**config.mk**
```make
export PLATFORM = sky130hd
export DESIGN_NAME = reg_file_mp
export DESIGN_NICKNAME = d
export VERILOG_FILES = /design/src/rtl/reg_file_mp.sv
export SDC_FILE = /design/constraint.sdc
export NUM_CORES = 2
export LEC_CHECK = 0
export ABC_CLOCK_PERIOD_IN_PS = 3300
export CAP_MARGIN = 20
export CORE_MARGIN = 3
export CORE_UTILIZATION = 27
export DETAILED_ROUTE_END_ITERATION = 16
export PLACE_DENSITY_LB_ADDON = 0.05
export SLEW_MARGIN = 15
export SYNTH_ARGS = -nofsm -noshare
export SYNTH_HDL_FRONTEND = slang
export SYNTH_SLANG_ARGS = --single-unit
export TNS_END_PERCENT = 50
```
**constraint.sdc**
```tcl
create_clock -name clk -period 3.3 [get_ports clk]
set_clock_uncertainty 0.15 [all_clocks]
set_input_delay 0.33 -clock clk [delete_from_list [all_inputs] [get_ports clk]]
set_output_delay 0.33 -clock clk [all_outputs]
set_load 0.01 [all_outputs]
```
**src/rtl/reg_file_mp.sv**
```systemverilog
// Multi-port register file with byte-enabled writes, write-first bypass,
// registered reads and a per-register busy scoreboard for hazard detection.
module reg_file_mp #(
    parameter int DATA_WIDTH = 32,
    parameter int ADDR_WIDTH = 5,
    parameter int NUM_READ   = 2,
    parameter bit ZERO_REG   = 1'b1
) (
    input  logic                           clk,
    input  logic                           reset,
    input  logic                           writeEnable,
    input  logic [ADDR_WIDTH-1:0]          writeAddress,
    input  logic [DATA_WIDTH-1:0]          writeData,
    input  logic [DATA_WIDTH/8-1:0]        writeByteEnable,
    input  logic                           issueValid,
    input  logic [ADDR_WIDTH-1:0]          issueAddress,
    input  logic [NUM_READ*ADDR_WIDTH-1:0] readAddress,
    output logic [NUM_READ*DATA_WIDTH-1:0] readData,
    output logic [NUM_READ-1:0]            readBusy,
    output logic [2**ADDR_WIDTH-1:0]       busyVector
);

    localparam int DEPTH  = 2**ADDR_WIDTH;
    localparam int NBYTES = DATA_WIDTH/8;

    logic [DATA_WIDTH-1:0]          mem_q [DEPTH];
    logic [DEPTH-1:0]               busy_q;
    logic [DEPTH-1:0]               busy_d;
    logic [DATA_WIDTH-1:0]          wr_merged_d;
    logic                           wr_commit_s;
    logic [NUM_READ*DATA_WIDTH-1:0] rd_data_q;
    logic [NUM_READ*DATA_WIDTH-1:0] rd_data_d;
    logic [NUM_READ-1:0]            rd_busy_q;
    logic [NUM_READ-1:0]            rd_busy_d;

    // Stored word merged with the enabled bytes of the incoming write.
    always_comb begin
        wr_merged_d = mem_q[writeAddress];
        for (int b = 0; b < NBYTES; b++) begin
            if (writeByteEnable[b]) begin
                wr_merged_d[8*b +: 8] = writeData[8*b +: 8];
            end else begin
                wr_merged_d[8*b +: 8] = mem_q[writeAddress][8*b +: 8];
            end
        end
        wr_commit_s = writeEnable &&
                      !(ZERO_REG && (writeAddress == {ADDR_WIDTH{1'b0}}));
    end

    // Scoreboard update: a new issue to the same register wins over the clearing write.
    always_comb begin
        busy_d = busy_q;
        for (int i = 0; i < DEPTH; i++) begin
            busy_d[i] = (ZERO_REG && (i == 0)) ? 1'b0 :
                        (issueValid  && (issueAddress == ADDR_WIDTH'(i)))  ? 1'b1 :
                        (writeEnable && (writeAddress == ADDR_WIDTH'(i)))  ? 1'b0 :
                        busy_q[i];
        end
    end

    // Read ports see the post-write data and post-update busy bit of their address.
    always_comb begin
        rd_data_d = {(NUM_READ*DATA_WIDTH){1'b0}};
        rd_busy_d = {NUM_READ{1'b0}};
        for (int p = 0; p < NUM_READ; p++) begin
            rd_data_d[p*DATA_WIDTH +: DATA_WIDTH] =
                (ZERO_REG && (readAddress[p*ADDR_WIDTH +: ADDR_WIDTH] == {ADDR_WIDTH{1'b0}}))
                    ? {DATA_WIDTH{1'b0}} :
                (wr_commit_s && (writeAddress == readAddress[p*ADDR_WIDTH +: ADDR_WIDTH]))
                    ? wr_merged_d :
                mem_q[readAddress[p*ADDR_WIDTH +: ADDR_WIDTH]];
            rd_busy_d[p] = busy_d[readAddress[p*ADDR_WIDTH +: ADDR_WIDTH]];
        end
    end

    // State registers; reset clears storage and discards all pending producers.
    always_ff @(posedge clk) begin
        if (reset) begin
            for (int i = 0; i < DEPTH; i++) begin
                mem_q[i] <= {DATA_WIDTH{1'b0}};
            end
            busy_q    <= {DEPTH{1'b0}};
            rd_data_q <= {(NUM_READ*DATA_WIDTH){1'b0}};
            rd_busy_q <= {NUM_READ{1'b0}};
        end else begin
            if (wr_commit_s) begin
                mem_q[writeAddress] <= wr_merged_d;
            end
            busy_q    <= busy_d;
            rd_data_q <= rd_data_d;
            rd_busy_q <= rd_busy_d;
        end
    end

    assign readData   = rd_data_q;
    assign readBusy   = rd_busy_q;
    assign busyVector = busy_q;

endmodule

```
==> results_dict.tcl <==
set metrics [dict create \
    status "complete, no violations" \
    yosys-top-cells-area "edfxtp_1, mux4_2, nor2_1, dfxtp_1, clkbuf_1" \
    clk_pin_slew_ns 0.06 \
    clock_path_buffers 3 \
    rsz0062_at_grt "false" \
    design_area_sq_mm 0.0781 \
    synth-seq-cells 1121 \
    initial_core_util 0.273 \
    cts_tree "yes" \
    hold_start "writeAddress[2]" \
    final_cell_count_no_fill 7629 \
    drive_above_1_share 0.386 \
    numCtsBuffers 146 \
    grt_max_degree 54 \
    ir_drop_v 0.000573 \
    dpl.hpwl_um 199000 \
    placed_area_sq_mm 0.0733 \
    ys_types 54 \
    slew_viol_final 0 \
    dp_cells 7358 \
    post-cts-setup-buffers 0 \
    seq_area_frac_synth 0.512 \
    avgSynthCellArea_sq_um 15.8 \
    syn-cell-area_sq_mm 0.0639 \
    whs_path_depth 6 \
    p_leak_nw 27.0 \
    setup_tns_ns 0 \
    fp-row-count 177 \
    critPathKind "primary input to register" \
    setup_viol_count_final 0 \
    vias 43181 \
    p_total_mw 39.1 \
    synth_edf_count 1024 \
    die_w_um 493 \
    die_y_um 493 \
    antenna_found_initial 8 \
    slew_headroom 0.442 \
    ioPinCount 158 \
    cp.arrival_ns 3.32 \
    grt_pass1_vias 44329 \
    start_kind "primary input" \
    hold_end "busyVector[19]" \
    period_needed_ns 2.73 \
    insertion_delay_ns 0.82 \
    crit_required_ns 3.89 \
    r2r_slack_ns 0.65 \
    fill_cells 22520 \
    finalCritPeriodShare 0.827 \
    power_density_mw_per_mm2 500 \
    grt.total_usage 0.254 \
    io_buffer_count 156 \
    synth_largest_area_cell "edfxtp_1" \
    synthToLayoutAreaGrowth_pct 22.2 \
    fp.coreArea_sq_mm 0.234 \
    synthFlopType "edfxtp_1" \
    layout_commonest_cell "nor2_1" \
    drt_first_pass_iters 5 \
    fin_nets 4436 \
    end_kind "register" \
    hold_class "primary input to register" \
    ctsHoldBuffers 2 \
    multiInputGateArea_sq_mm 0.0294 \
    yosysWarnings 0 \
    finalWirelength_um 310000 \
    worst_pin_slew_ns 0.837 \
    regArea_sq_mm 0.0327 \
    vias_per_cell 5.66 \
    grt_pass1_wl_um 418000 \
    synth_top_area_share 0.481 \
    fin_util 0.334 \
    layout_common_cells "nor2_1, edfxtp_1, mux4_2, buf_4, buf_12" \
    grt_overflow 0 \
    clock_sinks 1121 \
    detail-route-antenna-nets 0 \
    async_flop_share 0 \
    cts_resized 0 \
    wl_per_cell_um 40.6 \
    htreeDepth 4 \
    design.die.area_sq_mm 0.243 \
    timing.rr.start "mem_q[0][25]" \
    r2r_cells 6 \
    drv_cap 0 \
    cts_root_buf "clkbuf_16" \
    critical_path.max_fanout 20 \
    drc 0 \
    drtIter0Drc 4509 \
    r2r-end "mem_q[11][25]" \
    max_freq_ghz 0.366 \
    hold_violations 0 \
    place.gp.congestion 0.812 \
    synthCells 4057 \
]
==> routing by layer <==
metal  vias to the layer above  wire length, um  track usage
li1                      16984                -            -
met2                      1560           151000        0.419
met5                         -                0            0
met1                     24286           136000        0.351
met4                         0             8940       0.0703
met3                       351            14600       0.0309
==> cell usage after synthesis (all sizes together), types with 6 or more instances <==
library cell and count:
clkbuf 217, xor2 6, edfxtp 1024, nor2 1028, mux4 968, and2 18
nor3 10, nand2b 10, nand2 94, buf 242, nor2b 8, inv 8
o22a 32, mux2i 68, o21ai 70, or2 7, dfxtp 97, a21oi 14
o22ai 61, nand4b 7, nand3 10
==> state kept, by name, summed over array words and instances (netlist names) <==
| register | flops |
|---|---|
| readBusy | 2 |
| busyVector | 31 |
| readData | 64 |
| mem_q | 1024 |
==> worst max-delay path, stage by stage <==
cell and delay, ns:
buf_8 0.19, buf_12 0.21, or2_2 0.35, o311ai_0 0.64, nor4_1 0.20, nand3_4 0.22, buf_12 0.24, a21oi_1 0.10
nor3b_1 0.53, buf_4 0.25
==> cell type report <==
| class | instances | share of cell area |
|---|---|---|
| Sequential cell | 1121 | 0.419 |
| Multi-Input combinational cell | 2497 | 0.376 |
| Timing Repair Buffer | 598 | 0.0938 |
| Clock buffer | 202 | 0.0527 |
| Tap cell | 3132 | 0.0502 |
| Clock inverter | 66 | 0.00787 |
| Inverter | 12 | 0.000689 |
| Antenna cell | 1 | 0.0000320 |
==> cell families (layout without fill, tap and decap cells) <==
family	after synthesis	in the layout	share of synthesized area
compound gates	209	209	0.0226
buf+inv	471	878	0.0376
simple gates	1209	1209	0.0751
xor+xnor	10	10	0.00137
other cells	1	34	0.0000587
flops	1121	1121	0.512
mux	1036	1036	0.352
==> where the power goes <==
part           leakage, nW  switching [mW]  total [mW]  internal, mW
combinational         13.3            3.61        6.50          2.89
sequential            11.4           0.394        16.5          16.1
clock                 2.31            6.73        16.1          9.36
==> stage by stage <==
step                      hold slack [ns]  worst slack, ns
after global routing                0.142            0.600
after detailed placement            0.441           -0.174
final                               0.147            0.570
after CTS                          0.0832            0.637
after global placement              0.438           -0.183
after floorplan                     0.377            0.365
==> worst max path at each step <==
stage / slack [ns] / endpoint / from / cells past startpoint
after floorplan: 0.36 / mem_q[12][0] / writeAddress[2] / 7
after CTS: 0.64 / mem_q[11][25] / mem_q[2][25] / 6
after global routing: 0.60 / mem_q[17][9] / mem_q[31][9] / 6
after global placement: -0.18 / readData[19] / writeAddress[0] / 10
final: 0.57 / readData[19] / writeAddress[0] / 10
after detailed placement: -0.17 / readData[19] / writeAddress[0] / 10
Power figures use the tool's default switching activity.
